**src/rtl/tach_rpm_scheduler_pkg.sv**
```systemverilog
// Shared types and constants for the tachometer RPM scheduler.
package tach_pkg;

    typedef enum logic [1:0] {
        S_IDLE  = 2'd0,
        S_LOAD  = 2'd1,
        S_DIV   = 2'd2,
        S_WRITE = 2'd3
    } state_t;

    localparam int CLK_HZ         = 125000000;
    localparam int WINDOW_CYCLES  = 12500000;
    localparam int PULSES_PER_REV = 360;
    localparam int DIVISOR        = 6;

endpackage

```
**src/rtl/tach_rpm_scheduler_div6_seq.sv**
```systemverilog
// Sequential restoring divide-by-6: one quotient bit per cycle, CNT_W cycles after start.
module tach_div6_seq #(
    parameter int CNT_W = 24
) (
    input  logic             clk_in,
    input  logic             reset_in,
    input  logic             start_in,
    input  logic [CNT_W-1:0] dividend_in,
    output logic [CNT_W-1:0] quotient_out,
    output logic             done_out
);
    import tach_pkg::*;

    localparam int CW = $clog2(CNT_W + 1);

    logic [CNT_W-1:0] r_quo;
    logic [2:0]       r_rem;
    logic [CW-1:0]    r_cnt;
    logic             r_done;
    logic [3:0]       w_trial;
    logic             w_ge;
    logic [2:0]       w_rem_next;

    // Trial subtraction; the remainder never exceeds 5 so 3 bits suffice.
    always_comb begin
        w_trial = {r_rem, r_quo[CNT_W-1]};
        w_ge    = (w_trial >= 4'(DIVISOR));
        if (w_ge) begin
            w_rem_next = 3'(w_trial - 4'(DIVISOR));
        end else begin
            w_rem_next = w_trial[2:0];
        end
    end

    // Dividend shifts out of the top while quotient bits shift in at the bottom.
    always_ff @(posedge clk_in or posedge reset_in) begin
        if (reset_in) begin
            r_quo  <= '0;
            r_rem  <= 3'd0;
            r_cnt  <= '0;
            r_done <= 1'b0;
        end else if (start_in) begin
            r_quo  <= dividend_in;
            r_rem  <= 3'd0;
            r_cnt  <= CW'(CNT_W);
            r_done <= 1'b0;
        end else if (r_cnt != '0) begin
            r_quo  <= {r_quo[CNT_W-2:0], w_ge};
            r_rem  <= w_rem_next;
            r_cnt  <= r_cnt - CW'(1);
            r_done <= (r_cnt == CW'(1));
        end else begin
            r_done <= 1'b0;
        end
    end

    assign quotient_out = r_quo;
    assign done_out     = r_done;

endmodule

```
**src/rtl/tach_rpm_scheduler.sv**
```systemverilog
// Multi-channel tachometer: gate window, per-channel edge counting, and a shared
// divide-by-6 scaler producing RPM = x + x/2 + x/6 for each channel in turn.
module tach_rpm_scheduler #(
    parameter int NUM_CH        = 2,
    parameter int WINDOW_CYCLES = tach_pkg::WINDOW_CYCLES,
    parameter int CNT_W         = 24,
    parameter int RPM_W         = 21
) (
    input  logic                    clk_in,
    input  logic                    reset_in,
    input  logic                    enable_in,
    input  logic [NUM_CH-1:0]       tach_pulse_in,
    output logic [NUM_CH*RPM_W-1:0] rpm_out,
    output logic [NUM_CH-1:0]       rpm_valid_out,
    output logic [NUM_CH-1:0]       sat_out,
    output logic                    frame_done_out,
    output logic                    busy_out
);
    import tach_pkg::*;

    localparam int WC_W  = $clog2(WINDOW_CYCLES);
    localparam int CH_W  = (NUM_CH > 1) ? $clog2(NUM_CH) : 1;
    localparam int DC_W  = $clog2(CNT_W);
    localparam int SUM_W = CNT_W + 2;
    localparam int EXT_W = ((SUM_W > RPM_W) ? SUM_W : RPM_W) + 1;
    localparam logic [CNT_W-1:0] CNT_MAX = '1;
    localparam logic [RPM_W-1:0] RPM_MAX = '1;
    localparam logic [EXT_W-1:0] RPM_LIM = EXT_W'(1) << RPM_W;

    if (NUM_CH * (CNT_W + 2) >= WINDOW_CYCLES) begin : g_bad_cfg
        $error("tach_rpm_scheduler: scaling a frame must finish inside one window");
    end

    logic [NUM_CH-1:0]             r_sync1, r_sync2, r_sync3, r_edge;
    logic [WC_W-1:0]               r_wcnt;
    logic [NUM_CH-1:0][CNT_W-1:0]  r_cnt, r_cap, w_cnt_inc;
    logic [NUM_CH-1:0]             r_cnt_sat, r_cap_sat, w_ovf;
    state_t                        r_state;
    logic [CH_W-1:0]               r_ch;
    logic [DC_W-1:0]               r_div_cnt;
    logic [CNT_W-1:0]              r_x;
    logic                          r_x_sat;
    logic [NUM_CH-1:0][RPM_W-1:0]  r_rpm;
    logic [NUM_CH-1:0]             r_valid, r_sat;
    logic                          r_frame, r_busy;
    logic                          w_term, w_div_start, w_div_done, w_rpm_ovf;
    logic [CNT_W-1:0]              w_quo;
    logic [SUM_W-1:0]              w_sum;
    logic [EXT_W-1:0]              w_sum_ext;
    logic [RPM_W-1:0]              w_rpm;

    assign w_term      = enable_in && (r_wcnt == WC_W'(WINDOW_CYCLES - 1));
    assign w_div_start = (r_state == S_LOAD);

    // Two-flop synchronizer plus a registered rising-edge strobe per channel.
    always_ff @(posedge clk_in or posedge reset_in) begin
        if (reset_in) begin
            r_sync1 <= '0;
            r_sync2 <= '0;
            r_sync3 <= '0;
            r_edge  <= '0;
        end else begin
            r_sync1 <= tach_pulse_in;
            r_sync2 <= r_sync1;
            r_sync3 <= r_sync2;
            r_edge  <= r_sync2 & ~r_sync3;
        end
    end

    // Gate window counter; held at 0 while disabled.
    always_ff @(posedge clk_in or posedge reset_in) begin
        if (reset_in) begin
            r_wcnt <= '0;
        end else if (!enable_in || w_term) begin
            r_wcnt <= '0;
        end else begin
            r_wcnt <= r_wcnt + WC_W'(1);
        end
    end

    // Saturating increment; an edge arriving at full scale marks the window saturated.
    always_comb begin
        w_cnt_inc = r_cnt;
        w_ovf     = '0;
        for (int i = 0; i < NUM_CH; i++) begin
            if (r_edge[i] && (r_cnt[i] == CNT_MAX)) begin
                w_ovf[i] = 1'b1;
            end else if (r_edge[i]) begin
                w_cnt_inc[i] = r_cnt[i] + CNT_W'(1);
            end else begin
                w_ovf[i] = 1'b0;
            end
        end
    end

    // Edge counters; the terminal-cycle edge is folded into the closing capture.
    always_ff @(posedge clk_in or posedge reset_in) begin
        if (reset_in) begin
            r_cnt     <= '0;
            r_cnt_sat <= '0;
            r_cap     <= '0;
            r_cap_sat <= '0;
        end else if (!enable_in) begin
            r_cnt     <= '0;
            r_cnt_sat <= '0;
        end else if (w_term) begin
            r_cap     <= w_cnt_inc;
            r_cap_sat <= r_cnt_sat | w_ovf;
            r_cnt     <= '0;
            r_cnt_sat <= '0;
        end else begin
            r_cnt     <= w_cnt_inc;
            r_cnt_sat <= r_cnt_sat | w_ovf;
        end
    end

    tach_div6_seq #(.CNT_W(CNT_W)) u_div (
        .clk_in       (clk_in),
        .reset_in     (reset_in),
        .start_in     (w_div_start),
        .dividend_in  (r_cap[r_ch]),
        .quotient_out (w_quo),
        .done_out     (w_div_done)
    );

    // Sum is formed two bits wider than the count so it cannot wrap before clamping.
    always_comb begin
        w_sum     = SUM_W'(r_x) + SUM_W'(r_x >> 1) + SUM_W'(w_quo);
        w_sum_ext = EXT_W'(w_sum);
        w_rpm_ovf = (w_sum_ext >= RPM_LIM);
        if (w_rpm_ovf) begin
            w_rpm = RPM_MAX;
        end else begin
            w_rpm = w_sum_ext[RPM_W-1:0];
        end
    end

    // Scaler FSM walks the channels once per captured window.
    always_ff @(posedge clk_in or posedge reset_in) begin
        if (reset_in) begin
            r_state   <= S_IDLE;
            r_ch      <= '0;
            r_div_cnt <= '0;
            r_x       <= '0;
            r_x_sat   <= 1'b0;
            r_rpm     <= '0;
            r_sat     <= '0;
            r_valid   <= '0;
            r_frame   <= 1'b0;
            r_busy    <= 1'b0;
        end else begin
            r_valid <= '0;
            r_frame <= 1'b0;
            case (r_state)
                S_IDLE: begin
                    if (w_term) begin
                        r_ch    <= '0;
                        r_busy  <= 1'b1;
                        r_state <= S_LOAD;
                    end else begin
                        r_state <= S_IDLE;
                    end
                end
                S_LOAD: begin
                    r_x       <= r_cap[r_ch];
                    r_x_sat   <= r_cap_sat[r_ch];
                    r_div_cnt <= DC_W'(CNT_W - 1);
                    r_state   <= S_DIV;
                end
                S_DIV: begin
                    if (r_div_cnt == '0) begin
                        r_state <= S_WRITE;
                    end else begin
                        r_div_cnt <= r_div_cnt - DC_W'(1);
                    end
                end
                S_WRITE: begin
                    if (w_div_done) begin
                        r_rpm[r_ch]   <= w_rpm;
                        r_sat[r_ch]   <= w_rpm_ovf | r_x_sat;
                        r_valid[r_ch] <= 1'b1;
                        if (r_ch == CH_W'(NUM_CH - 1)) begin
                            r_frame <= 1'b1;
                            r_busy  <= 1'b0;
                            r_state <= S_IDLE;
                        end else begin
                            r_ch    <= r_ch + CH_W'(1);
                            r_state <= S_LOAD;
                        end
                    end else begin
                        r_state <= S_WRITE;
                    end
                end
                default: begin
                    r_busy  <= 1'b0;
                    r_state <= S_IDLE;
                end
            endcase
        end
    end

    assign rpm_out        = r_rpm;
    assign rpm_valid_out  = r_valid;
    assign sat_out        = r_sat;
    assign frame_done_out = r_frame;
    assign busy_out       = r_busy;

endmodule

```
**config.mk**
```make
export PLATFORM = sky130hd
export DESIGN_NAME = tach_rpm_scheduler
export DESIGN_NICKNAME = d
export VERILOG_FILES = /design/src/rtl/tach_rpm_scheduler_pkg.sv /design/src/rtl/tach_rpm_scheduler_div6_seq.sv /design/src/rtl/tach_rpm_scheduler.sv
export SDC_FILE = /design/constraint.sdc
export NUM_CORES = 1
export LEC_CHECK = 0
export ABC_AREA = 1
export CELL_PAD_IN_SITES_DETAIL_PLACEMENT = 1
export CELL_PAD_IN_SITES_GLOBAL_PLACEMENT = 1
export CORE_ASPECT_RATIO = 0.5
export CORE_MARGIN = 2
export CORE_UTILIZATION = 25
export CTS_BUF_LIST = sky130_fd_sc_hd__clkbuf_8
export CTS_CLUSTER_SIZE = 24
export DETAILED_ROUTE_END_ITERATION = 8
export DONT_BUFFER_PORTS = 1
export PLACE_DENSITY = 0.52
export SLEW_MARGIN = 30
export SYNTH_ARGS = -nofsm -noshare
export SYNTH_HDL_FRONTEND = slang
export SYNTH_HIERARCHICAL = 1
export SYNTH_SLANG_ARGS = --single-unit
```
**constraint.sdc**
```tcl
create_clock -name clk_in -period 12.5 [get_ports clk_in]
set_clock_uncertainty 0.15 [all_clocks]
set_input_delay 1.875 -clock clk_in [delete_from_list [all_inputs] [get_ports clk_in]]
set_output_delay 1.875 -clock clk_in [all_outputs]
set_load 0.05 [all_outputs]
```
* Word-level counts from Yosys, hierarchy flattened *
Cells that the tools add are included.

word-level totals
  logic and storage cells = 123
  flip-flop bits (word level) = 246

cells by class
  reductions and logical operators = 17
  bitwise logic cells = 4
  equality and inequality tests = 12
  mux-type cells = 51
  add/subtract/negate cells = 9
  order comparisons = 4

operator list
  cell                                                                 number
  two-way mux 24 bit                                                   9
  two-way mux 48 bit                                                   2
  adder 24 x 1 -> 24 bit, second input constant                        3
  equality test 24 bit, second input constant                          3
  bitwise mux 42 bit                                                   1
  two-way mux 21 bit                                                   2
  adder 25 x 24 -> 26 bit                                              1
  greater-or-equal comparator 26 x 22 -> 1 bit, second input constant  1
  adder 24 x 23 -> 25 bit                                              1
  demux 21 bit (select 1 bit)                                          1
  two-way mux 1 bit                                                    18
  two-way mux 5 bit                                                    3
  two-way mux 2 bit                                                    6
  one-hot mux 5 bit (2 select lines)                                   1
  subtractor 5 x 1 -> 5 bit, second input constant                     2
  two-way mux 3 bit                                                    3
  inequality test 2 bit, second input constant                         4
  one-hot mux 2 bit (4 select lines)                                   1
  AND reduction 2 bit                                                  3
  nonzero test 2 bit                                                   3
  equality test 5 x 1 -> 1 bit, second input constant                  1
  zero test 5 bit                                                      1
  nonzero test 5 bit                                                   1
  equality test 2 bit, second input constant                           2
  other kinds (20)                                                     24

* Depth between registers and ports, before layout *
Gate-level depths: netlist of the first run.

  word-level depth = 6
  gate-level depth with buffers = 19

* Hierarchy *
Netlist of the first run, hierarchy kept.

by module, submodules not included
  module              area each (sq um)  cells each  times used
  tach_rpm_scheduler  12130.4            1531        1
  tach_div6_seq       1730.4             216         1

* Worst setup path after synthesis of the first run *
OpenSTA, ideal clock, no wires.

  path type = reg2reg
  from = register r_x[1]
  to = register r_rpm (netlist bit rpm_out[10])
  cell stages (with the launch flop) = 18
  path slack = 9.491 ns
  buffers on the path = 1
  library setup time = 0.118 ns
  data arrival time = 2.742 ns
  cells stage by stage = dfrtp_1 fa_1 ha_1 fa_1 nand2_1 nand2_1 and2_1 nand2_1 nand2_1 nand2_1 inv_2 nor2_2 nand3_4 nor2_8 buf_12 nand3_2 nand2_1 nand2_1

on the way
  cells in the longest elaborated chain, start to end = 5

RTL lines
  element                                       line                       source
  start: declaration                            tach_rpm_scheduler.sv:41   logic [CNT_W-1:0] r_x;
  start signal: assignment                      tach_rpm_scheduler.sv:165  r_x <= r_cap[r_ch];
  adder 24 x 23 -> 25 bit *                     tach_rpm_scheduler.sv:128  w_sum = SUM_W'(r_x) + SUM_W'(r_x >> 1) + SUM_W'(w_quo);
  adder 25 x 24 -> 26 bit *                     tach_rpm_scheduler.sv:128
  greater-or-equal comparator 26 x 22 -> 1 bit  tach_rpm_scheduler.sv:130  w_rpm_ovf = (w_sum_ext >= RPM_LIM);
  two-way mux 21 bit *                          tach_rpm_scheduler.sv:131  if (w_rpm_ovf) begin
  bitwise mux 42 bit *                          tach_rpm_scheduler.sv:179  r_rpm[r_ch] <= w_rpm;
  end signal: indexed assignment                tach_rpm_scheduler.sv:179
  end: declaration                              tach_rpm_scheduler.sv:43   logic [NUM_CH-1:0][RPM_W-1:0] r_rpm;

Every way passes the cells marked *; elsewhere a longest branch is shown, timed or not.
A chain may end at the register's enable or synchronous reset.

==> reports/metrics.yaml, run 1 <==
outcome:
  status: "complete, no violations"
power_and_ir_drop:
  p_leak_nw: 7.29
  cellPowerDensity_nw_per_um2: 162
  power.total_mw: 2.52
  ir_worst_vdd_uv: 52.4
finish:
  fillerInstances: 6534
  fin_nets: 1808
  final_common_cell: "nand2_1"
  final_cell_mix: "nand2_1 (570), dfrtp_1 (245), inv_1 (218)"
  layout-drive-gt1-share_pct: 11.0
  syn_to_final_growth_pct: 12.2
floorplanning:
  dieArea_sq_um: 57500
  coreArea_sq_um: 54300
  num_io_pins: 53
  rows: 60
  die_h_um: 171
  die_x_um: 337
  start_util_pct: 25.5
grt:
  grt_pass1_vias: 11400
  grt_pass1_wl_mm: 63.7
  grt.total_usage_pct: 13.9
  antenna_found_initial: 1
  grt_max_degree: 103
  grt.overflow.total: 0
clocking:
  hold_buffers: 0
  cts_buffer_depth: 3
  clock-sinks: 245
  post_cts_buffers: 0
  root_buffer: "clkbuf_8"
  cts_made_buffers: 43
  clk_pin_slew_ns: 0.06
  cts_tree: "yes"
  htreeDepth: 2
  worstSkewPairLatency_ns: 0.58
  post_cts_resized: 0
synth:
  avgSynthCellArea_sq_um: 7.93
  yosysUniqueCellTypes: 49
  synth_area_sq_um: 13900
  netlist_instances: 1747
  synth-compound-area-share_pct: 7.39
  synth-edff-count: 0
  ys_warn_count: 6
  synthTopCellsByArea: "dfrtp_1 (44%), nand2_1 (15%), inv_1 (5.6%), nor2_1 (3.9%), fa_1 (3.5%)"
  synthMuxAreaShare_pct: 0.812
  synthSimpleGateAreaFrac_pct: 28.9
  synth_fa_ha_area_share_pct: 6.26
  synth_top_cell_area_share_pct: 44.2
  yosysTopAreaCell: "dfrtp_1"
  syn_nets: 1807
  synth_top_family_by_area: "simple AND/OR/NAND/NOR gates"
  async_flop_share_pct: 100
  synth_seq_cells: 245
  ys_seq_area_share_pct: 44.2
  ys.flop_type: "dfrtp_1"
  yosys.area_share.xor_xnor_pct: 4.04
timing:
  finalSetupViolations: 0
  fmax_mhz: 285
  layout_setup_ws_ns: 9.00
  rsz0062_at_grt: "false"
  finalMaxSlewViolations: 0
  relSlewSlack_pct: 42.7
  setup_tns_ns: 0
  fin_crit_sh_pct: 28.0
  hold_viol: 0
  tightest_slew_ns: 0.860
  layout_min_cycle_time_ns: 3.50
setup_path:
  crit_type: "reg -> out"
  critPathLaunch: "frame_done_out"
  worst_setup_path_start_kind: "flip-flop"
  cp.arrival_ns: 1.48
  crit_fanout: 2
  worstPathRequired_ns: 10.47
  timing.rr.start: "r_x[1]"
  endpoint_kind: "primary output"
run:
  cap_violations: 0
placed_design:
  place_ws_ns: 8.72
  place_congestion: 0.785
  portBuffers: 0
  dp_hpwl_mm: 28.5
worst_hold_path:
  holdCritStartpoint: "r_sync1[1]"
  worstHoldPathType: "reg -> reg"
route:
  route.detailed.drc: 0
  detail_route.wl_per_cell_um: 15.4
  routed_via_density: 4.32
  wl_mm: 38.9
  first_pass_iters: 5
  vias: 10900
  drt_iter0_markers: 525
  route.antenna.remaining_nets: 0
[kinds of logic after synthesis]
group / after synthesis
mux: 10
fa+ha+maj: 55
xor+xnor: 63
buf+inv: 276
flops: 245
compound gates: 185
simple gates: 913
[power breakdown]
| group | switching [mW] | internal, mW | total [mW] |
|---|---|---|---|
| registers | 0.145 | 0.856 | 1.00 |
| clock network | 0.370 | 0.476 | 0.845 |
| logic | 0.438 | 0.232 | 0.670 |
[state kept, by name, indices dropped and copies added (netlist names)]
signal              cells
rpm_valid_out           1
r_cnt                  48
u_div/done_out          1
r_x                    24
busy_out                1
rpm_out                42
u_div/quotient_out     24
r_sync2                 2
r_cap                  48
r_ch                    1
r_state                 2
u_div/r_cnt             5
r_edge                  2
r_div_cnt               5
r_sync3                 2
r_x_sat                 1
frame_done_out          1
r_sync1                 2
u_div/r_rem             3
r_cap_sat               2
r_wcnt                 24
r_cnt_sat               2
sat_out                 2
[metrics by stage]
stage,area (sq um),util [%],hold WS (ns),instances
6_report,15600,28.7,0.206,2528
5_1_grt,15500,28.6,0.211,2527
4_1_cts,15500,28.6,0.209,2527
3_5_place_dp,14600,26.9,0.194,2447
3_3_place_gp,14600,26.8,0.184,2447
2_1_floorplan,13900,-,0.181,1747
[synthesized netlist by cell type, drive strengths merged (5+ instances only)]
| library cell | n |
|---|---|
| a21oi | 45 |
| buf | 29 |
| clkbuf | 26 |
| dfrtp | 245 |
| fa | 24 |
| ha | 31 |
| inv | 221 |
| mux2 | 10 |
| nand2 | 584 |
| nand3 | 78 |
| nand3b | 5 |
| nand4 | 28 |
| nor2 | 159 |
| nor3 | 39 |
| nor4 | 8 |
| o21ai | 127 |
| or2 | 6 |
| xnor2 | 22 |
| xor2 | 41 |
[final cells by class]
type                    count  area [sq um]  share of cell area (%)
clock inverters            26           230                    1.48
multi-input cells        1226          6590                    42.4
repair buffers             11          82.6                   0.531
inverters                 221           841                    5.41
flip-flops and latches    245          6130                    39.4
well taps                 744           931                    5.99
diodes                      1          2.50                  0.0161
clock buffers              54           743                    4.78
[worst paths after layout]
path                               endpoint  slack (ns)  cells after the start
setup reg to reg                rpm_out[39]        9.01                     16
max in group asynchronous         r_cnt[36]        9.81                      2
hold reg to reg                  r_sync2[1]        0.21                      0
setup / recovery           rpm_valid_out[1]        9.00                      0
min in group asynchronous      r_div_cnt[2]        1.10                      1
hold / removal                   r_sync2[1]        0.21                      0
[per-layer routing]
layer  track usage [%]  part of all wire, %  vias up
li1                  -                    -     5492
met1              19.8                   52     5271
met2              21.7                   43      112
met3              2.82                  3.6       48
met4              3.34                  1.9        0
met5                 0                    0        -
No activity file was read; power rests on OpenSTA's default activity.
==> inputs of run 2 (changes only) <==
==> constraint.sdc (replaced) <==
create_clock -name clk_in -period 3.3 [get_ports clk_in]
set_clock_uncertainty 0.15 [all_clocks]
set_input_delay 0.495 -clock clk_in [delete_from_list [all_inputs] [get_ports clk_in]]
set_output_delay 0.495 -clock clk_in [all_outputs]
set_load 0.05 [all_outputs]
==> reports/metrics.yaml, run 2 (synthesis gave the netlist of run 1 again) <==
outcome:
  status: "complete, no violations"
setup_path:
  critPathLaunch: "r_x[1]"
  r2r_end: "rpm_out[28]"
  crit_end: "rpm_out[28]"
  cp.arrival_ns: 3.37  # +1.89 ns
  crit_fanout: 7  # +5
  worstPathRequired_ns: 3.60  # -6.87 ns
  reg2reg_slack_ns: 0.23  # -8.78 ns
  crit_type: "reg -> reg"
  worst_setup_path_start_kind: "flip-flop"
  reg2reg_depth: 17  # +1
  timing.rr.start: "r_x[1]"
  endpoint_kind: "flip-flop"
floorplanning:
  rows: 60  # unchanged
  dieArea_sq_um: 57500  # unchanged
  die_x_um: 337  # unchanged
  num_io_pins: 53  # unchanged
  die_h_um: 171  # unchanged
  coreArea_sq_um: 54300  # unchanged
  start_util_pct: 25.5  # unchanged
route:
  detail_route.wl_per_cell_um: 15.6  # +1.6%
  vias: 10900  # -0.018%
  route.detailed.drc: 0  # unchanged
  wl_mm: 39.5  # +1.5%
  first_pass_iters: 4  # -1
  drt_iter0_markers: 505  # -3.8%
  route.antenna.remaining_nets: 0  # unchanged
  routed_via_density: 4.32  # about the same
timing:
  finalMaxSlewViolations: 0  # unchanged
  hold_viol: 0  # unchanged
  layout_setup_ws_ns: 0.233  # -8.76 ns
  relSlewSlack_pct: 41.6  # -1.0 points
  fin_crit_sh_pct: 93.0
  tightest_slew_ns: 0.875  # +0.0142 ns
  finalSetupViolations: 0  # unchanged
  fmax_mhz: 326
  timing.hold.ws_ns: 0.0688  # -0.137 ns
  layout_min_cycle_time_ns: 3.07
finish:
  multi_input_area_sq_um: 6640  # +0.82%
  syn_to_final_growth_pct: 12.8
  fin_util_pct: 28.8  # +0.16 points
  design_area_sq_um: 15600  # +0.56%
  seqCellArea_sq_um: 6130  # about the same
  fillerInstances: 6499  # -0.54%
  layout-drive-gt1-share_pct: 11.9  # +0.95 points
  fin_nets: 1820  # +0.66%
  final_cell_mix: "nand2_1 (570), dfrtp_1 (244), inv_1 (214)"
  final_cells: 2527  # -0.040%
  final_common_cell: "nand2_1"
  antenna-diode-count: 0  # -1
grt:
  grt_max_degree: 89  # -14%
  grt.overflow.total: 0  # unchanged
  grt.total_usage_pct: 14.1  # +0.21 points
  antenna_found_initial: 0  # -1
  grt_pass1_wl_mm: 64.4  # +1.1%
  grt_pass1_vias: 11400  # +0.14%
clocking:
  clock-sinks: 245  # unchanged
  worstSkewPairLatency_ns: 0.58  # about the same
  cts_buffer_depth: 3  # unchanged
  cts_tree: "yes"
  cts_made_buffers: 43  # unchanged
  htreeDepth: 2  # unchanged
  clk_pin_slew_ns: 0.06  # about the same
  post_cts_buffers: 0  # unchanged
  root_buffer: "clkbuf_8"
placed_design:
  dp_hpwl_mm: 28.9  # +1.3%
  dp.cells: 2454  # +0.29%
  place_ws_ns: 0.0809  # -8.64 ns
  place_area_sq_um: 14700  # +0.94%
  portBuffers: 0  # unchanged
  place_congestion: 0.792  # +0.99%
power_and_ir_drop:
  cellPowerDensity_nw_per_um2: 597  # +270%
  ir_worst_vdd_uv: 243  # +360%
  p_leak_nw: 7.28  # -0.14%
worst_hold_path:
  worstHoldPathType: "in -> reg"
run:
  cap_violations: 0  # unchanged
==> run 2: cell count changes in the layout (fill, tap and decap cells not counted), sizes merged <==
cell | previous run | this run
buf | 11 | 18
diode | 1 | 0
clkinvlp | 3 | 1
bufinv | 4 | 0
clkinv | 7 | 6
dlygate4sd3 | 0 | 4
inv | 233 | 229
==> run 2: where the power goes <==
| part | internal, mW | switching [mW] | leakage [nW] |
|---|---|---|---|
| combinational | 1.01 | 1.76 | 3.75 |
| clock | 1.44 | 1.34 | 0.453 |
| sequential | 3.24 | 0.545 | 3.08 |
==> run 2: worst max-delay path, cell delays in order, from the launching register on <==
cell	delay, ns
dfrtp_2	0.43
fa_1	0.48
ha_2	0.21
fa_2	0.35
nand2_1	0.08
nand2_1	0.06
and2_1	0.17
nand2_1	0.07
nand2_1	0.07
nand2_1	0.07
inv_2	0.03
nor2_2	0.13
nand3_4	0.11
nor2_8	0.15
clkbuf_16	0.18
nand3_2	0.07
nand2_1	0.07
nand2_1	0.05
==> run 2: worst min path at each step <==
| stage | slack, ns | end | cells after the start | start |
|---|---|---|---|---|
| finish | 0.07 | r_cnt[12] | 3 | enable_in |
| global route | 0.07 | r_cnt[1] | 3 | enable_in |
| CTS | 0.008 | r_cnt[1] | 3 | enable_in |
| detailed placement | 0.19 | r_sync2[1] | 0 | r_sync1[1] |
| global placement | 0.19 | r_sync2[1] | 0 | r_sync1[1] |
| floorplan | 0.18 | r_sync2[0] | 0 | r_sync1[0] |
==> run 2: area by class of cell <==
| type | instances | share of cell area (%) |
|---|---|---|
| Clock inverter | 15 | 0.456 |
| Tap cell | 744 | 5.95 |
| Inverter | 221 | 5.34 |
| Clock buffer | 53 | 4.66 |
| Sequential cell | 245 | 39.2 |
| Multi-Input combinational cell | 1226 | 42.5 |
| Timing Repair Buffer | 23 | 1.89 |
==> run 2: repair_timing <==
action	in CTS	in global routing
setup endpoints to repair	0	44
endpoints found under the hold margin	248	0
hold buffers	4	0
resized for setup	0	20
==> run 2: through the flow <==
step / setup TNS [ns] / power, mW
global route: -0.00484 / 10.0
CTS: 0 / 9.50
global placement: 0 / 6.61
detailed placement: 0 / 6.59
floorplan: -21.45 / 5.76
finish: 0 / 9.33
==> run 2: routing by layer <==
| metal | vias to the layer above | routed length, um | global-route usage (%) |
|---|---|---|---|
| met5 | - | 0 | 0 |
| met4 | 0 | 631 | 2.97 |
| li1 | 5498 | - | - |
| met1 | 5279 | 21000 | 20.8 |
| met3 | 48 | 1260 | 2.66 |
| met2 | 96 | 16600 | 21.4 |
==> inputs of run 3 (changes only) <==
--- a/config.mk
+++ b/config.mk
@@ -16,6 +16,7 @@
 export DETAILED_ROUTE_END_ITERATION = 8
 export DONT_BUFFER_PORTS = 1
 export PLACE_DENSITY = 0.52
+export SETUP_SLACK_MARGIN = 0.2
 export SLEW_MARGIN = 30
 export SYNTH_ARGS = -nofsm -noshare
 export SYNTH_HDL_FRONTEND = slang
==> constraint.sdc (replaced) <==
create_clock -name clk_in -period 3.3 [get_ports clk_in]
set_clock_uncertainty 0.15 [all_clocks]
set_input_delay 0.495 -clock clk_in [delete_from_list [all_inputs] [get_ports clk_in]]
set_output_delay 0.495 -clock clk_in [all_outputs]
set_load 0.02 [all_outputs]
==> reports/metrics.yaml, run 3 (synthesis gave the netlist of run 1 again) <==
outcome:
  status: "complete, no violations"
finish:
  syn_to_final_growth_pct: 17.5
  fin_nets: 1836  # +0.88%
  antenna-diode-count: 0  # unchanged
  final_common_cell: "nand2_1"
  design_area_sq_um: 16300  # +4.2%
  final_cell_mix: "nand2_1 (547), dfrtp_1 (239), inv_1 (219)"
  layout-drive-gt1-share_pct: 15.8  # +3.9 points
route:
  detail_route.wl_per_cell_um: 15.8  # +1.3%
  route.detailed.drc: 0  # unchanged
  vias: 11000  # +0.61%
  highest_layer: "met4"
  wl_mm: 40.4  # +2.2%
  routed_via_density: 4.31  # -0.29%
  drt_iter0_markers: 380  # -25%
  wl_met2_mm: 17.1  # +2.7%
  drt-met1-wl_mm: 21.1  # +0.60%
  route.antenna.remaining_nets: 0  # unchanged
  first_pass_iters: 4  # unchanged
  dr_wl_met3_mm: 1.43  # +13%
worst_hold_path:
  holdCritStartpoint: "enable_in"
  hold_end: "r_cnt[1]"
  worstHoldPathType: "in -> reg"
  hold_depth: 3  # unchanged
timing:
  layout_setup_ws_ns: 0.286  # +0.0534 ns
  finalMaxSlewViolations: 0  # unchanged
  rsz0062_at_grt: "true"
  layout_min_cycle_time_ns: 3.01  # -0.0534 ns
  tightest_slew_ns: 0.836  # -0.0385 ns
  fmax_mhz: 332  # +1.8%
  hold_viol: 0  # unchanged
  fin_crit_sh_pct: 91.3  # -1.6 points
  relSlewSlack_pct: 44.2  # +2.6 points
  finalSetupViolations: 0  # unchanged
placed_design:
  place_ws_ns: 0.0935  # +0.0125 ns
  dp_hpwl_mm: 29.0  # +0.44%
  portBuffers: 0  # unchanged
  place_area_sq_um: 14700  # unchanged
  place_congestion: 0.792  # about the same
clocking:
  cts_buffer_depth: 3  # unchanged
  root_buffer: "clkbuf_8"
  cts_tree: "yes"
  worstSkewPairLatency_ns: 0.59  # about the same
  cts_made_buffers: 44  # +2.3%
  clk_pin_slew_ns: 0.06  # about the same
  clock-sinks: 245  # unchanged
  htreeDepth: 2  # unchanged
floorplanning:
  start_util_pct: 25.5  # unchanged
  die_h_um: 171  # unchanged
  num_io_pins: 53  # unchanged
  die_x_um: 337  # unchanged
  rows: 60  # unchanged
  dieArea_sq_um: 57500  # unchanged
  coreArea_sq_um: 54300  # unchanged
setup_path:
  timing.rr.start: "r_x[6]"
  critPathTopFamily: "simple AND/OR/NAND/NOR gates"
  critPathBufInv: 3  # +1
  critPathSlowestCell: "fa_1"
  reg2reg_slack_ns: 0.29  # +0.05 ns
  worstPathRequired_ns: 3.60  # about the same
  crit_type: "reg -> reg"
  worst_setup_path_start_kind: "flip-flop"
  r2r_end: "rpm_out[28]"
  crit_chain: "fa_1, ha_2, nand2_2, inv_1, a21oi_2, nand2_2, nand2_1, nand3_1, nand2_2, nand3_4, nor2_8, buf_12, buf_12, nand3_2, nand2_1, nand2_1"
  reg2reg_depth: 16  # -1
  critPathMaxStageDelay_ns: 0.56  # +0.08 ns
  endpoint_kind: "flip-flop"
  crit_fanout: 7  # unchanged
  cp.arrival_ns: 3.32  # -0.05 ns
power_and_ir_drop:
  ir_worst_vdd_uv: 289  # +19%
  cellPowerDensity_nw_per_um2: 607  # +1.7%
  p_leak_nw: 7.47  # +2.6%
grt:
  grt.total_usage_pct: 14.5  # +0.31 points
  antenna_found_initial: 0  # unchanged
  grt_pass1_vias: 11500  # +0.82%
  grt.overflow.total: 0  # unchanged
  grt_pass1_wl_mm: 65.6  # +1.9%
  grt_max_degree: 89  # unchanged
run:
  cap_violations: 0  # unchanged
run 3: cell count changes in the layout (fill, tap and decap cells not counted), moves of 5 or more:
cell	change
ha_2	-5
nor2_1	-6
nand3_4	+7
dfrtp_1	-5
ha_1	-12
inv_1	+5
ha_4	+17
nand2_2	+20
buf_4	+11
dfrtp_2	+5
nand2_1	-23
run 3: power breakdown:
part,switching [mW],leakage [nW],internal (mW)
sequential,0.338,3.07,3.25
combinational,2.00,3.89,1.34
clock,1.36,0.513,1.60
run 3: layout make-up:
cell class,instances,area [sq um]
multi-input cells,1226,7050
clock inverters,23,146
clock buffers,53,729
fillers,6545,38000
well taps,744,931
inverters,221,836
flip-flops and latches,245,6140
repair buffers,38,462
run 3: timing repair:
action / CTS / global route
buffers inserted: 3 / 10
resized for setup: 42 / 65
endpoints found under the setup margin: 44 / 44
hold endpoints to repair: 248 / 0
gates cloned: 1 / 2
pin swaps: 3 / 17
hold buffers: 4 / 0
run 3: tightest hold or removal path, delay by kind of cell:
kind,cells,cell delay (ns)
buffers and inverters,2,0.20
AND/OR/NAND/NOR,1,0.06
run 3: per-stage QoR:
step | std cells | power [mW] | util (%) | TNS, ns | hold WS [ns]
3_3_place_gp | 2454 | 6.40 | 27.1 | 0 | 0.187
2_1_floorplan | 1747 | 5.55 | - | -21.45 | 0.181
4_1_cts | 2538 | 9.66 | 29.2 | 0 | 0.00770
5_1_grt | 2550 | 10.6 | 30.0 | 0 | 0.0492
3_5_place_dp | 2454 | 6.38 | 27.1 | 0 | 0.190
6_report | 2550 | 9.89 | 30.0 | 0 | 0.0547
run 3: how the worst max path moves through the flow:
stage,startpoint,end,slack (ns),cells past startpoint
after floorplan,reset_in,busy_out,-0.10,1
after global placement,r_x[15],rpm_out[37],0.14,15
after detailed placement,r_x[1],rpm_out[37],0.09,17
after CTS,r_x[1],rpm_out[10],0.20,17
after global routing,r_x[2],rpm_out[16],0.12,18
final,r_x[6],rpm_out[28],0.29,16
run 3: layer usage:
metal	global-route usage, %	up-vias
li1	-	5540
met1	21.0	5280
met2	22.0	106
met3	2.79	62
met4	3.42	0
met5	0	-
